==> src/rtl/gnss_nco_pkg.sv <==
// Shared constants and helpers for the GPS code-rate NCO and the PRN code generators.
package gnss_nco_pkg;

  localparam int CA_CHIPS  = 1023;
  localparam int F_CHIP_HZ = 1_023_000;
  localparam int CA_IDX_W  = $clog2(CA_CHIPS);

  typedef logic [CA_IDX_W-1:0] ca_chip_idx_t;

  // round(2^acc_w * f_out / f_clk)
  function automatic longint unsigned calc_fcw(input int acc_w,
                                               input longint unsigned f_out_hz,
                                               input longint unsigned f_clk_hz);
    return ((f_out_hz << acc_w) + (f_clk_hz >> 1)) / f_clk_hz;
  endfunction

endpackage

==> src/rtl/gnss_code_nco_if.sv <==
// Control and output bundle of the code NCO; master drives control, slave is the NCO.
interface gnss_code_nco_if
  import gnss_nco_pkg::*;
#(
  parameter int ACC_W      = 32,
  parameter int PHASE_BITS = 2,
  parameter int CHIPS      = CA_CHIPS
);
  localparam int NTAP  = 1 << PHASE_BITS;
  localparam int IDX_W = $clog2(CHIPS);

  logic             enable;
  logic             fcw_we;
  logic [ACC_W-1:0] fcw_i;
  logic             sync_i;
  logic [ACC_W-1:0] phase_set_i;
  logic [IDX_W-1:0] chip_set_i;

  logic [NTAP-1:0]  tap_o;
  logic [IDX_W-1:0] chip_idx_o;
  logic             epoch_o;
  logic             skip_err_o;
  logic [ACC_W-1:0] acc_o;

  modport master (
    output enable, fcw_we, fcw_i, sync_i, phase_set_i, chip_set_i,
    input  tap_o, chip_idx_o, epoch_o, skip_err_o, acc_o
  );

  modport slave (
    input  enable, fcw_we, fcw_i, sync_i, phase_set_i, chip_set_i,
    output tap_o, chip_idx_o, epoch_o, skip_err_o, acc_o
  );

endinterface

==> src/rtl/gnss_chip_counter.sv <==
// Modulo-CHIPS chip counter with load, increment and a registered wrap strobe.
module gnss_chip_counter
  import gnss_nco_pkg::*;
#(
  parameter int CHIPS = CA_CHIPS
) (
  input  logic                       clk_in,
  input  logic                       rst,
  input  logic                       load_i,
  input  logic [$clog2(CHIPS)-1:0]   load_val_i,
  input  logic                       inc_i,
  output logic [$clog2(CHIPS)-1:0]   idx_o,
  output logic                       wrap_o
);
  localparam int                IDX_W   = $clog2(CHIPS);
  localparam logic [IDX_W:0]    CHIPS_X = (IDX_W+1)'(CHIPS);
  localparam logic [IDX_W-1:0]  LAST    = IDX_W'(CHIPS-1);

  logic [IDX_W-1:0] idx_q, idx_d;
  logic             wrap_q, wrap_d;

  always_comb begin
    idx_d  = idx_q;
    wrap_d = 1'b0;
    if (load_i) begin
      // Out-of-range load values fall back to chip 0 rather than an illegal index
      idx_d = ({1'b0, load_val_i} >= CHIPS_X) ? '0 : load_val_i;
    end else if (inc_i) begin
      if (idx_q == LAST) begin
        idx_d  = '0;
        wrap_d = 1'b1;
      end else begin
        idx_d = idx_q + IDX_W'(1);
      end
    end
  end

  always_ff @(posedge clk_in) begin
    if (rst) begin
      idx_q  <= '0;
      wrap_q <= 1'b0;
    end else begin
      idx_q  <= idx_d;
      wrap_q <= wrap_d;
    end
  end

  assign idx_o  = idx_q;
  assign wrap_o = wrap_q;

endmodule

==> src/rtl/gnss_code_nco.sv <==
// Code-rate NCO: phase accumulator emitting sector-entry taps, chip index and epoch strobe.
module gnss_code_nco
  import gnss_nco_pkg::*;
#(
  parameter int               ACC_W       = 32,
  parameter int               PHASE_BITS  = 2,
  parameter int               CHIPS       = CA_CHIPS,
  parameter logic [ACC_W-1:0] FCW_DEFAULT = ACC_W'(calc_fcw(ACC_W, longint'(F_CHIP_HZ), 64'd16_000_000))
) (
  input logic            clk_in,
  input logic            rst,
  gnss_code_nco_if.slave nco
);
  localparam int                   NTAP     = 1 << PHASE_BITS;
  localparam logic [NTAP-1:0]      TAP_ONE  = NTAP'(1);
  localparam logic [PHASE_BITS-1:0] STEP_ONE = PHASE_BITS'(1);

  logic [ACC_W-1:0]      acc_q, acc_d;
  logic [ACC_W-1:0]      fcw_q, fcw_d;
  logic [PHASE_BITS-1:0] prev_q, prev_d;
  logic [NTAP-1:0]       tap_q, tap_d;
  logic                  skip_q, skip_d;

  logic [ACC_W:0]        sum;
  logic                  carry;
  logic [ACC_W-1:0]      nxt;
  logic [PHASE_BITS-1:0] sec;
  logic [PHASE_BITS-1:0] step;
  logic                  chip_inc;

  assign sum   = {1'b0, acc_q} + {1'b0, fcw_q};
  assign carry = sum[ACC_W];
  assign nxt   = sum[ACC_W-1:0];
  assign sec   = nxt[ACC_W-1 -: PHASE_BITS];
  assign step  = sec - prev_q;

  // Chips are counted from the accumulator carry so a skipped sector 0 still advances the chip
  assign chip_inc = nco.enable & ~nco.sync_i & carry;

  always_comb begin
    acc_d  = acc_q;
    fcw_d  = fcw_q;
    prev_d = prev_q;
    tap_d  = '0;
    skip_d = skip_q;
    if (nco.fcw_we) begin
      fcw_d = nco.fcw_i;
    end
    if (nco.sync_i) begin
      acc_d  = nco.phase_set_i;
      prev_d = nco.phase_set_i[ACC_W-1 -: PHASE_BITS];
    end else if (nco.enable) begin
      acc_d  = nxt;
      prev_d = sec;
      if (sec != prev_q) begin
        tap_d = TAP_ONE << sec;
      end
      if (step > STEP_ONE) begin
        skip_d = 1'b1;
      end
    end
  end

  always_ff @(posedge clk_in) begin
    if (rst) begin
      acc_q  <= '0;
      fcw_q  <= FCW_DEFAULT;
      prev_q <= '0;
      tap_q  <= '0;
      skip_q <= 1'b0;
    end else begin
      acc_q  <= acc_d;
      fcw_q  <= fcw_d;
      prev_q <= prev_d;
      tap_q  <= tap_d;
      skip_q <= skip_d;
    end
  end

  gnss_chip_counter #(
    .CHIPS (CHIPS)
  ) u_chip_cnt (
    .clk_in     (clk_in),
    .rst        (rst),
    .load_i     (nco.sync_i),
    .load_val_i (nco.chip_set_i),
    .inc_i      (chip_inc),
    .idx_o      (nco.chip_idx_o),
    .wrap_o     (nco.epoch_o)
  );

  assign nco.acc_o      = acc_q;
  assign nco.tap_o      = tap_q;
  assign nco.skip_err_o = skip_q;

endmodule

==> src/flat_wrapper.sv <==
// flat-port wrapper written by rule: the top's interface ports become plain ports
module gnss_code_nco_flat import gnss_nco_pkg::*;
#(
  parameter int               ACC_W       = 32,
  parameter int               PHASE_BITS  = 2,
  parameter int               CHIPS       = CA_CHIPS,
  parameter logic [ACC_W-1:0] FCW_DEFAULT = ACC_W'(calc_fcw(ACC_W, longint'(F_CHIP_HZ), 64'd16_000_000))
)
  (clk_in, rst, nco_enable, nco_fcw_we, nco_fcw_i, nco_sync_i, nco_phase_set_i, nco_chip_set_i, nco_tap_o, nco_chip_idx_o, nco_epoch_o, nco_skip_err_o, nco_acc_o);
  gnss_code_nco_if #(.ACC_W(ACC_W), .PHASE_BITS(PHASE_BITS), .CHIPS(CHIPS)) nco_i ();
  input logic clk_in;
  input logic rst;
  input wire logic [$bits(nco_i.enable)-1:0] nco_enable;
  input wire logic [$bits(nco_i.fcw_we)-1:0] nco_fcw_we;
  input wire logic [$bits(nco_i.fcw_i)-1:0] nco_fcw_i;
  input wire logic [$bits(nco_i.sync_i)-1:0] nco_sync_i;
  input wire logic [$bits(nco_i.phase_set_i)-1:0] nco_phase_set_i;
  input wire logic [$bits(nco_i.chip_set_i)-1:0] nco_chip_set_i;
  output wire logic [$bits(nco_i.tap_o)-1:0] nco_tap_o;
  output wire logic [$bits(nco_i.chip_idx_o)-1:0] nco_chip_idx_o;
  output wire logic [$bits(nco_i.epoch_o)-1:0] nco_epoch_o;
  output wire logic [$bits(nco_i.skip_err_o)-1:0] nco_skip_err_o;
  output wire logic [$bits(nco_i.acc_o)-1:0] nco_acc_o;
  assign nco_i.enable = nco_enable;
  assign nco_i.fcw_we = nco_fcw_we;
  assign nco_i.fcw_i = nco_fcw_i;
  assign nco_i.sync_i = nco_sync_i;
  assign nco_i.phase_set_i = nco_phase_set_i;
  assign nco_i.chip_set_i = nco_chip_set_i;
  assign nco_tap_o = nco_i.tap_o;
  assign nco_chip_idx_o = nco_i.chip_idx_o;
  assign nco_epoch_o = nco_i.epoch_o;
  assign nco_skip_err_o = nco_i.skip_err_o;
  assign nco_acc_o = nco_i.acc_o;
  gnss_code_nco #(.ACC_W(ACC_W), .PHASE_BITS(PHASE_BITS), .CHIPS(CHIPS), .FCW_DEFAULT(FCW_DEFAULT)) u_core (.clk_in(clk_in), .rst(rst), .nco(nco_i));
endmodule
==> config.mk <==
export PLATFORM = sky130hd
export DESIGN_NAME = gnss_code_nco_flat
export DESIGN_NICKNAME = d
export VERILOG_FILES = /design/src/rtl/gnss_nco_pkg.sv /design/src/rtl/gnss_code_nco_if.sv /design/src/rtl/gnss_chip_counter.sv /design/src/rtl/gnss_code_nco.sv /design/src/flat_wrapper.sv
export SDC_FILE = /design/constraint.sdc
export NUM_CORES = 1
export LEC_CHECK = 0
export ABC_AREA = 0
export BUFFER_PORTS_ARGS = -buffer_cell sky130_fd_sc_hd__buf_2
export CORE_MARGIN = 2
export CORE_UTILIZATION = 54
export DETAILED_ROUTE_END_ITERATION = 10
export MAX_ROUTING_LAYER = met4
export PLACE_DENSITY_LB_ADDON = 0.25
export SLEW_MARGIN = 30
export SYNTH_ARGS = -nofsm -noshare
export SYNTH_HDL_FRONTEND = slang
export SYNTH_HIERARCHICAL = 1
export SYNTH_SLANG_ARGS = --single-unit
==> constraint.sdc <==
create_clock -name clk_in -period 9.9 [get_ports clk_in]
set_input_delay 0.99 -clock clk_in [delete_from_list [all_inputs] [get_ports clk_in]]
set_output_delay 0.99 -clock clk_in [all_outputs]
set_load 0.02 [all_outputs]
# --- After elaboration in Yosys (flattened, before gate mapping) ---
# Cells that the tools add are included.
totals:
  regBits: 82
  word_cells: 35
op_classes:
  n_bitwise: 6
  add_sub_neg: 3
  magnitude_cmp: 2
  shifts: 1
  mux: 9
  reduce_logical: 5
  n_eq_ne: 2
ops:
  columns: ["operator", "count"]
  rows:
  - ["32-bit 2-to-1 mux", 2]
  - ["10-bit 2-to-1 mux", 4]
  - ["32-bit by 32-bit adder with 33-bit output", 1]
  - ["10-bit by 1-bit adder with 10-bit output (second input constant)", 1]
  - ["10-bit == test (second input constant)", 1]
  - ["10-bit >= comparator (second input constant)", 1]
  - ["2-bit 2-to-1 mux", 2]
  - ["1-bit NOT", 4]
  - ["2-bit nonzero test", 2]
  - ["4-bit OR reduction", 1]
  - ["1-bit by 2-bit << shifter with 4-bit output (first input constant)", 1]
  - ["3-bit AND reduction", 1]
  - ["3-bit OR reduction", 1]
  - ["1-bit AND", 2]
  - ["2-bit by 1-bit greater-than comparator with 1-bit output (second input constant)", 1]
  - ["2-bit inequality test", 1]
  - ["2-bit subtractor", 1]
  - ["1-bit 2-to-1 mux", 1]

# --- Depth between registers and ports, before layout ---
logic_depth:
  depth_word: 5
  ltp_mapped: 18
  ltp_nobuf: 16

# --- Hierarchy ---
# The synthesis kept the hierarchy.
modules_own_cells:
  columns: ["module", "instances", "seq_area_each_um2", "area_per_inst_um2", "cells_per_inst"]
  rows:
  - ["gnss_code_nco", 1, 1381.3, 4394.2, 537]
  - ["gnss_chip_counter", 1, 220.2, 767.0, 97]

# --- Worst setup path after synthesis ---
# Ideal clock, no wire load.
synth_path:
  path_kind: "register to register"
  startpoint: "reg u_core.acc_q[0], in the netlist u_core/nco.acc_o[0]"
  endpoint: "reg u_core.u_chip_cnt.idx_q[2], in the netlist u_core/u_chip_cnt/idx_o[2]"
  arrival_ns: 3.399
  required_time_ns: 9.826
  stages_incl_launch_ff: 18
  path_buffers: 1
  setup_time_ns: 0.074
  period_less_slack_ns: 3.473
  path_slack_ns: 6.427
  path_cell_list: "dfxtp_1 > ha_1 > inv_1 > fa_1 > nand2b_1 > a21oi_1 > o21ai_0 > nand3_1 > o31a_1 > a41oi_1 > a21bo_2 > o21ba_1 > o21ai_1 > buf_2 > nand2_1 > mux2_2 > or3_1 > a31oi_1"
synth_via:
  elab_chain_cells: 3
synth_lines:
  columns: ["item", "line", "text"]
  rows:
  - ["from (decl)", "gnss_code_nco.sv:18", "logic [ACC_W-1:0] acc_q, acc_d;"]
  - ["from (signal assigned)", "gnss_code_nco.sv:66", "acc_q <= '0;"]
  - ["from (signal assigned)", "gnss_code_nco.sv:72", "acc_q <= acc_d;"]
  - ["32-bit by 32-bit adder with 33-bit output", "gnss_code_nco.sv:31", "assign sum = {1'b0, acc_q} + {1'b0, fcw_q};"]
  - ["1-bit AND", "gnss_code_nco.sv:38", "assign chip_inc = nco.enable & ~nco.sync_i & carry;"]
  - ["net u_core.chip_inc", "gnss_code_nco.sv:29", "logic chip_inc;"]
  - ["2-bit nonzero test (no line)", null, null]
  - ["to (signal assigned)", "gnss_chip_counter.sv:43", "idx_q <= idx_d;"]
  - ["to (decl)", "gnss_chip_counter.sv:19", "logic [IDX_W-1:0] idx_q, idx_d;"]
# The timed path passes the listed nets, and every way through them passes these cells.
# A chain may end at the register's enable or synchronous reset.

# --- Worst setup path after layout ---
layout_path:
  startpoint: "reg u_core.acc_q[0], in the netlist u_core/nco.acc_o[0]"
  endpoint: "reg u_core.u_chip_cnt.idx_q[7], in the netlist u_core/u_chip_cnt/idx_o[7]"
# The elaborated chain is that of the path after synthesis.

==> PnR_summary.wiki <==
{| class="wikitable"
! Metric !! Value
|-
| Sequential share of the synthesized area || 0.310
|-
| Total grt overflow || 0
|-
| Peak Freq || 236 MHz
|-
| Synth top area cells || dfxtp_1 31%, ha_1 8.5%, mux2i_1 8.1%
|-
| Number of synthesized flops with an enable pin || 0
|-
| Unique masters post-synth || 66
|-
| Detailed router's first-iteration violation count || 222
|-
| Capture point of the worst reg-to-reg path || u_core/u_chip_cnt/idx_o[7]
|-
| Final number of setup-violating endpoints || 0
|-
| WP data arrival || 4.48 ns
|-
| Area growth from synthesis to final layout || 16.2%
|-
| Total Negative Setup Slacks || 0 ns
|-
| Number of nets in the layout || 848
|-
| Fraction of post-synthesis cell area in the top cell type by area || 0.310
|-
| Largest stage delay on the critical path || 0.47 ns
|-
| Die width || 102 µm
|-
| FP Rows || 35
|-
| Setup repair after global routing missed its margin || false
|-
| Final cell utilization of the core || 0.649
|-
| Global-route wire length before repair || 22100 µm
|-
| Max stage delay cell, worst path || o21ai_1
|-
| Buffers added on ports || 126
|-
| Max transition margin || 0.451
|-
| Origin of the critical flop-to-flop path || u_core/nco.acc_o[0]
|-
| Number of global-route vias before repair || 4835
|-
| Category of cells accounting for the largest share of critical-path delay || compound AO/OA/AOI/OAI gates
|-
| Worst R2R Path Depth || 15
|-
| Clock slew at reported path FFs || 0.08 ns
|-
| Highest fanout seen on the critical path || 9
|-
| Chip Height || 102 µm
|-
| Pwr Total || 901 µW
|-
| Total clock buffers created by CTS || 9
|-
| Largest net degree at the start of global routing || 77
|-
| Count of buffers added by post-CTS timing repair for setup || 0
|-
| Slack of the worst reg-to-reg path || 5.66 ns
|-
| Outcome || complete, no violations
|-
| Starting density of the core || 0.559
|-
| Tcrit/Tclk final || 0.428
|-
| CP Cell Sequence || ha_1 -> inv_1 -> fa_1 -> nand2b_1 -> a21oi_1 -> o21ai_0 -> nand3_1 -> o31a_1 -> a41oi_1 -> a21bo_2 -> o21ba_1 -> o21ai_1 -> inv_1 -> or3_1 -> o32ai_1
|-
| Type of the most critical hold path || register to register
|-
| Floorplan die area || 10400 µm²
|-
| Worst path most repeated cell || inv_1
|-
| Post-CTS sizing || 0
|-
| Overall fraction of global-route tracks in use || 0.271
|-
| Number of antenna violations at the first check in global routing || 0
|-
| Clock root buffer || clkbuf_8
|-
| Commonest non-fill, non-tap cell in the layout || buf_2
|-
| Top cell type by total area after synthesis || dfxtp_1
|-
| Maximum number of buffers from clock root to sink || 2
|-
| Start point of the critical path || u_core/nco.acc_o[0]
|-
| ANT cells || 0
|-
| Synth Flop Type || dfxtp_1
|-
| Startpoint-to-endpoint class of the critical path || register to register
|-
| Critical path depth in cells || 15
|-
| Detailed Routing Iterations Pass 1 || 5
|-
| Req. time, crit path || 10.14 ns
|-
| Net count after synthesis || 749
|-
| CTS Hold Buffers Added || 0
|-
| Synthesized area per cell || 8.14 µm²
|-
| Leak Pwr || 2.87 nW
|-
| TritonCTS Sinks || 80
|-
| Core region area || 9240 µm²
|-
| Ratio of cells with drive above 1 in the final layout || 0.210
|-
| Boundary pin count || 127
|-
| Measured slew at the worst slew-check pin || 0.823 ns
|-
| TritonCTS clock tree || built
|-
| Number of synthesis warnings || 6
|-
| Worst VDD drop || 97.5 µV
|-
| Clock Skew || 0.00783 ns
|-
| Routed WL || 13800 µm
|-
| Setup crit end || u_core/u_chip_cnt/idx_o[7]
|-
| Pwr dens || 150 nW/µm²
|-
| Critical Path Sink Type || register
|-
| Post-layout min period || 4.24 ns
|-
| Clk_lat worst skew || 0.35 ns
|-
| Buffers and inverters on the worst path || 2
|-
| Cell count after placement || 851
|-
| Hold Fails Final Rpt || 0
|-
| Post-Syn Instances || 634
|-
| RePlAce Congestion || 1.00
|-
| Number of synthesized register bits || 80
|-
| Remaining antenna violation count after routing || 0
|-
| Number of vias per cell after detailed routing || 5.91
|-
| Most frequent cells in the layout || 125 x buf_2, 80 x dfxtp_1, 74 x nor2_1
|-
| DR DRC count || 0
|-
| Final HPWL DP || 9980 µm
|-
| Filler cell count in the final layout || 825
|-
| Final count of pins violating max slew || 0
|-
| Share of async-settable or async-resettable flops after synthesis || 0
|-
| Final Non-Filler Cells || 864
|-
| Total number of vias || 5106
|-
| Cell Area, Synth || 5160 µm²
|-
| Startpoint Class || register
|-
| DR WL/cell || 16.0 µm
|-
| Max-capacitance violation count || 0
|-
| CTS H-tree depth || 3
|}
[flip-flops by register name (all words and copies together), names as in the netlist]
name,flops
u_core/nco.tap_o,4
u_core/u_chip_cnt/idx_o,10
u_core/fcw_q,32
u_core/u_chip_cnt/wrap_o,1
u_core/nco.acc_o,32
u_core/nco.skip_err_o,1
[where the power goes]
part	internal, mW	leakage, nW	switching, mW
combinational	0.117	2.11	0.163
clock	0.138	0.0970	0.117
sequential	0.345	0.662	0.0205
total	0.600	2.87	0.301
[worst register-to-register path: cells and delay by family (launching register included)]
family                     cells  cell delay (ns)
AOI/OAI and AO/OA              8             2.11
DFF                            1             0.38
buffers and inverters          2             0.28
and+or+nand+nor                3             0.79
adders and majority gates      2             0.58
[cells by family after synthesis]
kind of cell | share of synthesized area
adder cells (fa/ha/maj) | 0.0887
buffers and inverters | 0.0514
AND/OR/NAND/NOR | 0.183
XOR/XNOR | 0.0526
multiplexers | 0.0880
AO/OA/AOI/OAI | 0.226
flip-flops | 0.310
[cell type report]
class | count | area, µm² | area share
inverter | 26 | 97.6 | 0.0163
clock inverter | 4 | 72.6 | 0.0121
timing repair buffer | 128 | 648 | 0.108
tap | 129 | 161 | 0.0269
multi-input combinational | 488 | 3290 | 0.549
sequential | 80 | 1600 | 0.267
clock buffer | 9 | 124 | 0.0206
[metal layers]
| layer | GRT usage | part of all wire | vias up |
|---|---|---|---|
| li1 | - | - | 2474 |
| met1 | 0.330 | 0.44 | 2383 |
| met2 | 0.448 | 0.48 | 210 |
| met4 | 0.106 | 0.020 | 0 |
| met5 | - | 0 | - |
| met3 | 0.0435 | 0.058 | 39 |
[worst min path at each step]
stage                                      from               endpoint  slack [ns]  depth (start not counted)
after global routing      u_core/nco.skip_err_o  u_core/nco.skip_err_o        0.50                          2
after CTS                 u_core/nco.skip_err_o  u_core/nco.skip_err_o        0.48                          2
after detailed placement  u_core/nco.skip_err_o  u_core/nco.skip_err_o        0.46                          2
after floorplan                 u_core/fcw_q[0]        u_core/fcw_q[0]        0.45                          2
after global placement    u_core/nco.skip_err_o  u_core/nco.skip_err_o        0.46                          2
final                     u_core/nco.skip_err_o  u_core/nco.skip_err_o        0.48                          2
[synthesized netlist by cell type, types with 3 or more instances]
library cell,instances
nand2b_1,6
xor2_1,9
or3_1,7
nor3b_1,8
inv_1,25
nor2_1,74
o31a_1,4
o21ai_0,9
a21oi_1,72
o211ai_1,3
a41oi_1,4
dfxtp_1,80
nand4_1,11
nand3_1,8
xnor2_1,22
and2_1,3
clkbuf_1,35
o22ai_1,5
ha_1,35
mux2_2,3
nand2_1,50
o21a_1,5
nor2b_1,3
o21bai_1,6
and3_1,6
a21o_1,18
nor3_1,9
o21ai_1,10
a211oi_1,5
mux2i_1,42
a221oi_1,9
[metrics by stage]
step	area (µm²)	hold WS (ns)	setup WS (ns)
after floorplan	5160	0.446	6.43
after global placement	5800	0.457	5.89
after detailed placement	5800	0.460	5.65
after CTS	6000	0.477	5.69
after global routing	6000	0.498	5.36
final	6000	0.477	5.66
Note: power is estimated with default switching activity, not from simulation.
